`src/rtl/bp_be_pkg.sv`:
```
// Back-end calculator types: FMA result tracker entry and completion stage helpers.
package bp_be_pkg;

  localparam int bp_be_reg_addr_width_gp = 5;

  // Default completion stages for imul (latency 3) and fma (latency 4).
  localparam int bp_be_imul_stage_gp = 2;
  localparam int bp_be_fp_stage_gp   = 3;

  typedef struct packed {
    logic                               v;
    logic                               poison;
    logic                               fp;
    logic [bp_be_reg_addr_width_gp-1:0] rd;
  } bp_be_fma_track_entry_s;

  localparam int bp_be_fma_track_entry_width_gp = $bits(bp_be_fma_track_entry_s);

  // Latency counts the issue cycle, so a result returns while its entry sits in S(latency-1).
  function automatic int bp_be_stage_of_latency(input int latency);
    return latency - 1;
  endfunction

endpackage

```
`src/rtl/bp_common_pkg.sv`:
```
// Types shared across the BlackParrot core: RISC-V FP exception flag layout.
package bp_common_pkg;

  typedef struct packed {
    logic nv;
    logic dz;
    logic of;
    logic uf;
    logic nx;
  } rv64_fflags_s;

endpackage

```
`src/rtl/bp_be_fma_track_stage.sv`:
```
// One shadow-pipeline entry register; the loaded entry is poisoned when poison_i is high.
module bp_be_fma_track_stage
  import bp_be_pkg::*;
(
  input  logic                                      clk_i,
  input  logic                                      reset_i,
  input  logic                                      poison_i,
  input  logic [bp_be_fma_track_entry_width_gp-1:0] entry_i,
  output logic [bp_be_fma_track_entry_width_gp-1:0] entry_o
);

  bp_be_fma_track_entry_s entry_in_s, entry_d, entry_q;

  assign entry_in_s = entry_i;

  always_comb begin
    entry_d        = entry_in_s;
    entry_d.poison = entry_in_s.poison | poison_i;
  end

  // NOTE: state uses non-blocking assignments so every stage samples its neighbour's old value.
  always_ff @(posedge clk_i) begin
    if (reset_i) entry_q <= '0;
    else         entry_q <= entry_d;
  end

  assign entry_o = entry_q;

endmodule

```
`src/rtl/bp_be_fma_result_tracker.sv`:
```
// Shadow pipeline beside the FMA/IMUL pipe: pairs returning results with rd/file,
// kills flushed writebacks, drives busy masks and accumulates sticky FP flags.
module bp_be_fma_result_tracker
  import bp_common_pkg::*;
  import bp_be_pkg::*;
#(
  parameter int dpath_width_p    = 66,
  parameter int reg_addr_width_p = 5,
  parameter int imul_latency_p   = 3,
  parameter int fma_latency_p    = 4,
  parameter int flush_depth_p    = 1
) (
  input  logic                        clk_i,
  input  logic                        reset_i,
  input  logic                        issue_v_i,
  input  logic                        issue_fma_i,
  input  logic [reg_addr_width_p-1:0] issue_rd_i,
  input  logic                        flush_i,
  input  logic [dpath_width_p-1:0]    imul_data_i,
  input  logic                        imul_v_i,
  input  logic [dpath_width_p-1:0]    fma_data_i,
  input  logic [4:0]                  fma_fflags_i,
  input  logic                        fma_v_i,
  input  logic                        fflags_clr_i,
  output logic                        iwb_v_o,
  output logic [reg_addr_width_p-1:0] iwb_rd_o,
  output logic [dpath_width_p-1:0]    iwb_data_o,
  output logic                        fwb_v_o,
  output logic [reg_addr_width_p-1:0] fwb_rd_o,
  output logic [dpath_width_p-1:0]    fwb_data_o,
  output logic [4:0]                  fwb_fflags_o,
  output logic [4:0]                  fflags_acc_o,
  output logic [31:0]                 irf_busy_o,
  output logic [31:0]                 frf_busy_o,
  output logic                        err_o
);

  localparam int imul_stage_lp = bp_be_stage_of_latency(imul_latency_p);
  localparam int fp_stage_lp   = bp_be_stage_of_latency(fma_latency_p);
  localparam int num_stages_lp = fp_stage_lp;
  localparam int ignore_w_lp   = $clog2(fma_latency_p);

  bp_be_fma_track_entry_s issue_entry;
  bp_be_fma_track_entry_s stage_q [1:num_stages_lp];

  always_comb begin
    issue_entry        = '0;
    issue_entry.v      = issue_v_i;
    issue_entry.fp     = issue_fma_i;
    issue_entry.rd     = issue_rd_i;
  end

  // Stage 1 poisons the issuing op; stages up to flush_depth_p poison what they pass on.
  for (genvar g = 1; g <= num_stages_lp; g++) begin : gen_stage
    localparam bit kill_lp = ((g - 1) <= flush_depth_p);
    logic [bp_be_fma_track_entry_width_gp-1:0] entry_in, entry_out;

    if (g == 1) begin : gen_head
      assign entry_in = issue_entry;
    end else begin : gen_body
      assign entry_in = stage_q[g-1];
    end

    bp_be_fma_track_stage u_stage (
      .clk_i    (clk_i),
      .reset_i  (reset_i),
      .poison_i (kill_lp ? flush_i : 1'b0),
      .entry_i  (entry_in),
      .entry_o  (entry_out)
    );

    assign stage_q[g] = entry_out;
  end

  bp_be_fma_track_entry_s imul_ent, fp_ent;
  logic imul_match, fp_match;

  assign imul_ent   = stage_q[imul_stage_lp];
  assign fp_ent     = stage_q[fp_stage_lp];
  assign imul_match = imul_ent.v & ~imul_ent.fp;
  assign fp_match   = fp_ent.v & fp_ent.fp;

  assign iwb_v_o      = imul_v_i & imul_match & ~imul_ent.poison;
  assign iwb_rd_o     = iwb_v_o ? imul_ent.rd : '0;
  assign iwb_data_o   = iwb_v_o ? imul_data_i : '0;
  assign fwb_v_o      = fma_v_i & fp_match & ~fp_ent.poison;
  assign fwb_rd_o     = fwb_v_o ? fp_ent.rd : '0;
  assign fwb_data_o   = fwb_v_o ? fma_data_i : '0;
  assign fwb_fflags_o = fwb_v_o ? fma_fflags_i : '0;

  // NOTE: every output of this block gets a default first, so no latch is inferred.
  always_comb begin
    irf_busy_o = '0;
    frf_busy_o = '0;
    for (int s = 1; s <= num_stages_lp; s++) begin
      if (s <= imul_stage_lp && stage_q[s].v && !stage_q[s].poison && !stage_q[s].fp
          && stage_q[s].rd != '0)
        irf_busy_o[stage_q[s].rd] = 1'b1;
      if (s <= fp_stage_lp && stage_q[s].v && !stage_q[s].poison && stage_q[s].fp)
        frf_busy_o[stage_q[s].rd] = 1'b1;
    end
  end

  rv64_fflags_s             fflags_acc_d, fflags_acc_q;
  logic                     err_d, err_q;
  logic [ignore_w_lp-1:0]   ignore_d, ignore_q;
  logic                     ignoring;

  assign ignoring = (ignore_q != '0);

  always_comb begin
    ignore_d = ignoring ? ignore_q - ignore_w_lp'(1) : '0;

    fflags_acc_d = fflags_acc_q | (fwb_v_o ? rv64_fflags_s'(fma_fflags_i) : '0);
    if (fflags_clr_i) fflags_acc_d = '0;

    // Late pipe valids from ops dropped by reset are forgiven; missing valids never are.
    err_d = err_q
          | (imul_v_i & ~imul_match & ~ignoring) | (imul_match & ~imul_v_i)
          | (fma_v_i  & ~fp_match   & ~ignoring) | (fp_match   & ~fma_v_i);
  end

  always_ff @(posedge clk_i) begin
    if (reset_i) begin
      fflags_acc_q <= '0;
      err_q        <= 1'b0;
      ignore_q     <= ignore_w_lp'(num_stages_lp);
    end else begin
      fflags_acc_q <= fflags_acc_d;
      err_q        <= err_d;
      ignore_q     <= ignore_d;
    end
  end

  assign fflags_acc_o = fflags_acc_q;
  assign err_o        = err_q;

endmodule

```
`config.mk`:
```
export PLATFORM = sky130hd
export DESIGN_NAME = bp_be_fma_result_tracker
export DESIGN_NICKNAME = d
export VERILOG_FILES = /design/src/rtl/bp_be_pkg.sv /design/src/rtl/bp_common_pkg.sv /design/src/rtl/bp_be_fma_track_stage.sv /design/src/rtl/bp_be_fma_result_tracker.sv
export SDC_FILE = /design/constraint.sdc
export NUM_CORES = 1
export LEC_CHECK = 0
export CELL_PAD_IN_SITES_DETAIL_PLACEMENT = 0
export CELL_PAD_IN_SITES_GLOBAL_PLACEMENT = 2
export CORE_AREA = 2 2 145 147
export DETAILED_ROUTE_END_ITERATION = 10
export DIE_AREA = 0 0 147 149
export DONT_BUFFER_PORTS = 1
export MAX_ROUTING_LAYER = met4
export PLACE_DENSITY_LB_ADDON = 0.15
export SYNTH_ARGS = -nofsm -noshare
export SYNTH_HDL_FRONTEND = slang
export SYNTH_SLANG_ARGS = --single-unit
```
`constraint.sdc`:
```
create_clock -name clk_i -period 1.7 [get_ports clk_i]
set_input_delay 0.17 -clock clk_i [delete_from_list [all_inputs] [get_ports clk_i]]
set_output_delay 0.17 -clock clk_i [all_outputs]
set_load 0.1 [all_outputs]
```
# == Yosys cells after proc, flatten, opt, wreduce, memory -nomap -nowiden ==
# Cells that the tools add are included.
# totals
output_inout_bits,219
memories,0
elab_cells,94
mem_bits_rw,0
regBits,32
input_bits,150
latchBits,0
mem_bits_ro,0
# op_classes
reduce_logical,22
eq_ne,0
shift,0
addsub,1
mul,0
muxes,17
div,0
order_cmp,6
n_bitwise,29
# op_table
cell,count
$mux W32,5
$mux W66,2
$or A32 B32 Y32,3
$lt A5 B6 Y1 const B,3
$demux W1 S5,3
$ge A5 B1 Y1 const B,3
$mux W5,3
$logic_and A1 B1 Y1,13
$and A1 B1 Y1,12
$reduce_bool A5 Y1,2
$not A1 Y1,8
$logic_not A1 Y1,5
$or A1 B1 Y1,5
$or A5 B5 Y5,1
$mux W1,3
$mux W2,1
$reduce_bool A2 Y1,1
$reduce_or A2 Y1,1
$sub A2 B1 Y2 const B,1

# == Logic depth before layout (Yosys ltp) ==
# Gate-level depths: netlist of the first run.
# depth
depth_word,9
depth_mapped,5
depth_no_buf,4

# == Hierarchy ==
# A second synthesis of the first run with hierarchy kept.
# unflattened
hier_cells,444
hier_area_um2,3261.9
# by_module_without_submodules
module,cells_each,seq_area_each_um2,area_per_inst_um2,n_inst
bp_be_fma_result_tracker,396,160.2,2567.5,1
bp_be_fma_track_stage,16,160.2,231.5,3

# == Least setup slack after synthesis of the first run ==
# Ideal clock, no wire load.
# synth_path
path_kind,register to output
startpoint,register gen_stage[1].u_stage.entry_q (netlist bit gen_stage[1].u_stage.entry_o[3])
endpoint,output port irf_busy_o[4]
path_stages_with_launch,5
arrival_ns,3.058
setup_slack_ns,-1.528
n_path_buf,2
required_time_ns,1.530
path_cell_list,dfxtp_1 -> buf_6 -> or3b_1 -> clkbuf_1 -> o21ai_0
# synth_between
elab_chain_len,7
word_cells_on_any_way,10
classes_between,order compare: 2; mux: 4; bitwise: 1; reduce/logical: 3
# synth_rtl
element,line_no,source
start: declaration,bp_be_fma_track_stage.sv:12,"bp_be_fma_track_entry_s entry_in_s, entry_d, entry_q;"
start signal: assignment,bp_be_fma_track_stage.sv:24,else entry_q <= entry_d;
$lt A5 B6 Y1 (implied by the code) / $ge A5 B1 Y1 (equally long branches),bp_be_fma_result_tracker.sv:98,irf_busy_o[stage_q[s].rd] = 1'b1;
$logic_and A1 B1 Y1 (implied by the code),bp_be_fma_result_tracker.sv:98,
$mux W1 (implied by the code),bp_be_fma_result_tracker.sv:98,
$demux W1 S5,bp_be_fma_result_tracker.sv:98,
$mux W32 *,bp_be_fma_result_tracker.sv:96,if (s <= imul_stage_lp && stage_q[s].v && !stage_q[s].poison && !stage_q[s].fp
$or A32 B32 Y32 (no source line),n/a,
$mux W32 *,bp_be_fma_result_tracker.sv:96,
end: declaration,bp_be_fma_result_tracker.sv:33,"output logic [31:0] irf_busy_o,"
# Mark *: on every way between the ends. The rest lies on a longest branch, timed or not.

# == Worst setup path in the final report of the first run ==
# layout_path
startpoint,register gen_stage[2].u_stage.entry_q (netlist bit gen_stage[2].u_stage.entry_o[7])
endpoint,output port frf_busy_o[25]
# layout_between
elab_chain_len,5
# layout_rtl
element,line_no,source
start: declaration,bp_be_fma_track_stage.sv:12,
start signal: assignment,bp_be_fma_track_stage.sv:24,
$logic_and A1 B1 Y1 * (2 in a row),bp_be_fma_result_tracker.sv:99,if (s <= fp_stage_lp && stage_q[s].v && !stage_q[s].poison && stage_q[s].fp)
$mux W32 *,bp_be_fma_result_tracker.sv:99,
$or A32 B32 Y32 (no source line),n/a,
$mux W32 *,bp_be_fma_result_tracker.sv:99,
end: declaration,bp_be_fma_result_tracker.sv:34,"output logic [31:0] frf_busy_o,"
# Marked as above.

==> impl_results.md, run 1 <==
* Outcome: finished with violations
* Failing checks: setup timing
* Max Used Layer: met4
* DRC viols at 0
* H-Tree Depth at 2
* Most frequent cell after synthesis: and2_1
* Lkg Pwr at 4.25 nW
* Initial antenna violation count at 0
* GP Congestion at 0.826
* Proportion of layout cells with a drive suffix above 1 at 86.4%
* Die width at 147 um
* Initial Utilization at 15.1%
* Initial DRC count at 126
* CP Data Required Time at 1530 ps
* Total power at 0.00275 W
* Die area at 21900 sq um
* Worst IR drop on VDD at 0.349 mV
* Tcrit/Tclk final at 112%
* Largest net degree at the start of global routing at 75
* Post-synth ARST share at 0%
* Synth Flop Type: dfxtp_1
* PortBufs at 0
* Synth area leader: dfxtp_1
* Pre-Repair DR Iteration Count at 4
* Post-synth EDFFs at 0
* Chip Height at 149 um
* Slew Limit Fails at 0
* Min-Delay Path Class: input port to register
* Clk buf depth at 2
* DR WL met3 at 1110 um
* Area growth syn-to-layout at 241%
* Tmin final at 1910 ps
* Routed wire length per instance at 21.4 um
* Vias per std cell at 4.57
* Final ANT Viol Nets at 0
* Vias at 4515
* FF-to-FF setup slack at 90 ps
* Mapped Cells at 439
* Ranking of synthesized cells by area: dfxtp_1 (21%), and2_1 (16%), and3_1 (14%), o221ai_1 (9.0%), nand2_1 (5.9%)
* Cell Area, Synth at 3110 sq um
* DP Wirelength at 16000 um
* Dpl ws at 18.3 ps
* Core Region at 20600 sq um
* CP arrival at 1740 ps
* Site row count at 53
* Fmax at 524 MHz
* Yosys Warn Count at 0
* Post-Layout Cell Count at 988
* CTS tree: yes
* Antenna diodes at 0
* Vias in the first global route at 4636
* Final wirelength at 21100 um
* Clock root cell: clkbuf_16
* CP max FO at 8
* Post-route cell area at 10600 sq um
* Remaining Overflow, GRT at 0
* Sequential element share of the synthesized area at 20.6%
* TritonCTS Sinks at 32
* RSZ-0062 raised after global routing: yes
* Yosys top cell area share at 20.6%
* CTS Buf Count at 5
* Setup ws final at -207 ps
* Post-Place Cells at 945
* Hold Vio Cnt, Final at 0
* Clock Pin Slew Worst Setup and Hold Paths at 60 ps
* # setup viols final at 200
* First-pass GRT wire length at 30500 um
* GRT Total Usage at 18.5%
* Setup crit end kind: primary output
* Power Dens Cells at 260 nW/um^2
* Mean post-synth cell area at 7.08 sq um
* Nets at 862
* Post-Route M1 WL at 8230 um
* Met2 routed wirelength at 11300 um
* # Max-Cap Violations at 0
* CP Launch Type: register
* IO Pins at 369
* Worst skew pair latency at 280 ps
* Synth cell count leaders: and2_1 (79), and3_1 (72), nand2_1 (49)
* WS Path Type: register to primary output
* Syn nets at 589
* Setup Skew at 4.52 ps
* Yosys reg bits at 32
* Hold WS at 20.1 ps
* Netlist cell types at 39
* Placed Area at 9290 sq um
[placed cells by master, fill, tap and decap left out, types with 8 or more instances in the layout]
master	synthesis	routed
nor2b_1	25	23
dfxtp_2	0	14
and3_2	0	57
nor2_1	14	8
and3_4	0	14
nand2_1	49	11
buf_12	0	228
o221ai_4	0	32
and2_2	0	21
o22ai_4	0	27
dfxtp_1	32	14
buf_4	3	47
buf_6	2	16
nand2_2	1	11
and2_4	0	58
nand3b_1	9	9
buf_16	0	11
nand2_4	0	27
[layout make-up]
class,instances,area (sq um)
clock buffers,7,153
clock inverters,1,30.0
fillers,1750,9960
inverters,2,7.51
multi-input cells,366,3930
flip-flops and latches,32,673
well taps,275,344
repair buffers,305,5460
[layer usage]
metal | GRT usage, % | vias to the layer above
met3 | 3.24 | 27
li1 | - | 2128
met1 | 22.0 | 2164
met5 | - | -
met2 | 33.0 | 196
met4 | 4.04 | 0
[flip-flops by register name, indices dropped and copies added, names as in the netlist]
name / cells
fflags_acc_o: 5
err_o: 1
gen_stage.u_stage.entry_o: 24
ignore_q: 2
[where the power goes]
group | switching [W] | internal [W]
logic | 0.000482 | 0.000305
registers | 0.0000385 | 0.000781
clock network | 0.000375 | 0.000773
total | 0.000896 | 0.00186
[kinds of logic after synthesis]
logic type             count (synthesis)  share of synthesized area [%]
and+or+nand+nor                      293                           56.0
AOI/OAI and AO/OA                     72                           16.9
buffers and inverters                 41                           6.40
DFF                                   32                           20.6
other                                  1                          0.121
[timing repair]
action / 4_1_cts / 5_1_grt
pin swaps: 60 / 19
endpoints found under the hold margin: 31 / 0
setup endpoints to repair: 193 / 212
gates resized for setup: 139 / 62
gates cloned: 9 / 2
buffers inserted: 20 / 3
hold buffers: 2 / 0
[stage by stage]
step           util, %  setup TNS (ps)
6_report          51.5          -29810
5_1_grt           51.5          -42720
4_1_cts           50.3          -29200
3_5_place_dp      45.2               0
3_3_place_gp      45.2               0
2_1_floorplan        -          -12700
[worst max-delay path: stages, from the launching register on]
cell,delay [ps]
dfxtp_2,340
buf_6,100
nand3b_1,210
nor2_1,200
buf_6,240
nand2_4,70
o221ai_4,90
buf_12,210
[worst paths after layout]
path / end / depth (start not counted) / startpoint
setup / recovery: frf_busy_o[25] / 7 / gen_stage[2].u_stage.entry_o[7]
hold / removal: gen_stage[2].u_stage.entry_o[6] / 2 / flush_i
setup reg to reg: fflags_acc_o[0] / 9 / gen_stage[3].u_stage.entry_o[5]
hold reg to reg: ignore_q[1] / 2 / ignore_q[1]
Power figures use the tool's default switching activity.
==> inputs of run 2 (changes only) <==
Settings changed: SKIP_CTS_REPAIR_TIMING from default to 1.
==> run 2 against run 1 <==
  * The flow still finishes with violations (setup timing)
  * Sequential power hardly changed
  * Critical path depth decreased by 3
  * Clock skew shrank 1.7 ps
  * Global-route usage fell by 1.3 points
  * Largest power group unchanged
  * Count of clock-buffer cells in the layout stayed put
  * Core utilization shrank 2.1 points
  * Worst setup slack improved by 3.4 ps
  * Via count fell by 1.2%
  * Fmax increased by 0.18%
  * Register-to-register slack better by 130 ps
  * Non-clock buffer count down 7
==> impl_results.md, run 2 (synthesized netlist as in run 1, its figures left out) <==
* DP Wirelength at 16000 um (unchanged)
* PortBufs at 0 (unchanged)
* CP max FO at 8 (unchanged)
* Worst skew pair latency at 280 ps (about the same)
* Final wirelength at 20800 um (-1.5%)
* Clk buf depth at 2 (unchanged)
* Fillers at 1784 (+1.9%)
* Crit Reg-Reg Startpoint: gen_stage[3].u_stage.entry_o[5]
* Gate power share at 27.9% (-0.7 points)
* WS Path Type: register to primary output
* Register area at 664 sq um (-1.3%)
* Power Dens Cells at 268 nW/um^2 (+3.2%)
* Psw at 0.000877 W (-2.0%)
* Chip Height at 149 um (unchanged)
* Antenna diodes at 0 (unchanged)
* Area of the multi-input gates at 3730 sq um (-5.1%)
* Min-Delay Path Class: input port to register
* Vias in the first global route at 4326 (-6.7%)
* Tcrit/Tclk final at 112% (-0.20 points)
* Met2 routed wirelength at 11300 um (about the same)
* GP Congestion at 0.826 (unchanged)
* Remaining Overflow, GRT at 0 (unchanged)
* Proportion of layout cells with a drive suffix above 1 at 84.1% (-2.3 points)
* Routed wire length per instance at 21.2 um (-0.84%)
* Vias per std cell at 4.55 (-0.49%)
* Max Used Layer: met4
* Site row count at 53 (unchanged)
* Post-Route M1 WL at 8130 um (-1.2%)
* Setup ws final at -204 ps (+3.36 ps)
* Core Region at 20600 sq um (unchanged)
* Hold_sp: flush_i
* Die width at 147 um (unchanged)
* TritonCTS Sinks at 32 (unchanged)
* Tmin final at 1900 ps (-3.36 ps)
* GRT Total Usage at 17.2% (-1.3 points)
* Area growth syn-to-layout at 227%
* Clock root cell: clkbuf_16
* Die area at 21900 sq um (unchanged)
* CP Data Required Time at 1530 ps (about the same)
* RSZ-0062 raised after global routing: yes
* Pre-Repair DR Iteration Count at 4 (unchanged)
* CTS Buf Count at 5 (unchanged)
* Clock Pin Slew Worst Setup and Hold Paths at 60 ps (about the same)
* Internal Power at 0.00185 W (-0.64%)
* Worst setup path start: gen_stage[1].u_stage.entry_o[7]
* Fmax at 525 MHz (+0.18%)
* Largest net degree at the start of global routing at 83 (+11%)
* Setup Skew at 2.83 ps (-1.69 ps)
* # setup viols final at 211 (+5.5%)
* Initial DRC count at 185 (+47%)
* Max reg flops at 24 (unchanged)
* Failing checks: setup timing
* H-Tree Depth at 2 (unchanged)
* Initial Utilization at 15.1% (unchanged)
* DRC viols at 0 (unchanged)
* Final Util at 49.4% (-2.1 points)
* Most frequent cells in the layout: buf_12 (220), and3_2 (64), buf_4 (50)
* # Max-Cap Violations at 0 (unchanged)
* Hold Vio Cnt, Final at 0 (unchanged)
* Sequential cell fraction of total power at 30.1% (+0.4 points)
* Clock power frac at 42.0% (+0.3 points)
* Lkg Pwr at 3.90 nW (-8.2%)
* Slew Limit Fails at 0 (unchanged)
* DR WL met3 at 1010 um (-8.7%)
* IO Pins at 369 (unchanged)
* Hold WS at 23.7 ps (+3.61 ps)
* CP arrival at 1730 ps (about the same)
* Net Sw Frac at 32.2% (-0.31 points)
* CTS tree: yes
* Setup crit end kind: primary output
* Dpl ws at 18.3 ps (unchanged)
* Worst IR drop on VDD at 0.337 mV (-3.4%)
* Vias at 4461 (-1.2%)
* Final ANT Viol Nets at 0 (unchanged)
* Most common cell after layout, fill and taps aside: buf_12
* Initial antenna violation count at 0 (unchanged)
* First-pass GRT wire length at 28300 um (-7.4%)
* Nets at 855 (-0.81%)
* Fin Setup TNS at -23760 ps (+6050 ps)
* Outcome: finished with violations
* CP Launch Type: register
## run 2: changes by cell type in the layout (fill, tap and decap cells not counted), sizes merged
cell / change
buf: -14
clkbuf: +5
dlygate4sd3: +2
## run 2: final cells by class
type                            count  area share [%]
Timing Repair Buffer              298            51.5
Multi-Input combinational cell    366            36.7
Sequential cell                    32            6.54
Tap cell                          275            3.39
Clock buffer                        7            1.50
Clock inverter                      1           0.296
Inverter                            2          0.0739
## run 2: through the flow
step | cells | cell area (sq um) | total power [W]
finish | 981 | 10200 | 0.00272
global route | 981 | 10200 | 0.00281
CTS | 953 | 9470 | 0.00268
detailed placement | 945 | 9290 | 0.00152
global placement | 945 | 9290 | 0.00152
floorplan | 439 | 4410 | 0.00130
## run 2: worst max-delay path: stages (launching register included)
cell and delay [ps]:
dfxtp_1 370, and3b_2 340, nand2_4 220, o221ai_4 310, buf_12 210
## run 2: power groups by stage
stage	Combinational, W	Sequential, W	Clock [W]
after detailed placement	0.000687	0.000834	0
after CTS	0.000688	0.000818	0.00118
after global routing	0.000791	0.000826	0.00120
final	0.000760	0.000821	0.00114
after floorplan	0.000465	0.000835	0
after global placement	0.000683	0.000832	0
## run 2: final timing paths
path | slack, ps | cells after the start | endpoint
worst max-delay path | -200 | 4 | frf_busy_o[25]
worst max register to register | 220 | 8 | fflags_acc_o[0]
worst min-delay path | 20 | 2 | gen_stage[2].u_stage.entry_o[6]
worst min register to register | 470 | 2 | ignore_q[1]
## run 2: metal layers
layer,vias up,GRT usage (%)
li1,2126,-
met1,2135,20.6
met2,182,30.3
met3,18,3.09
met4,0,3.75
met5,-,-
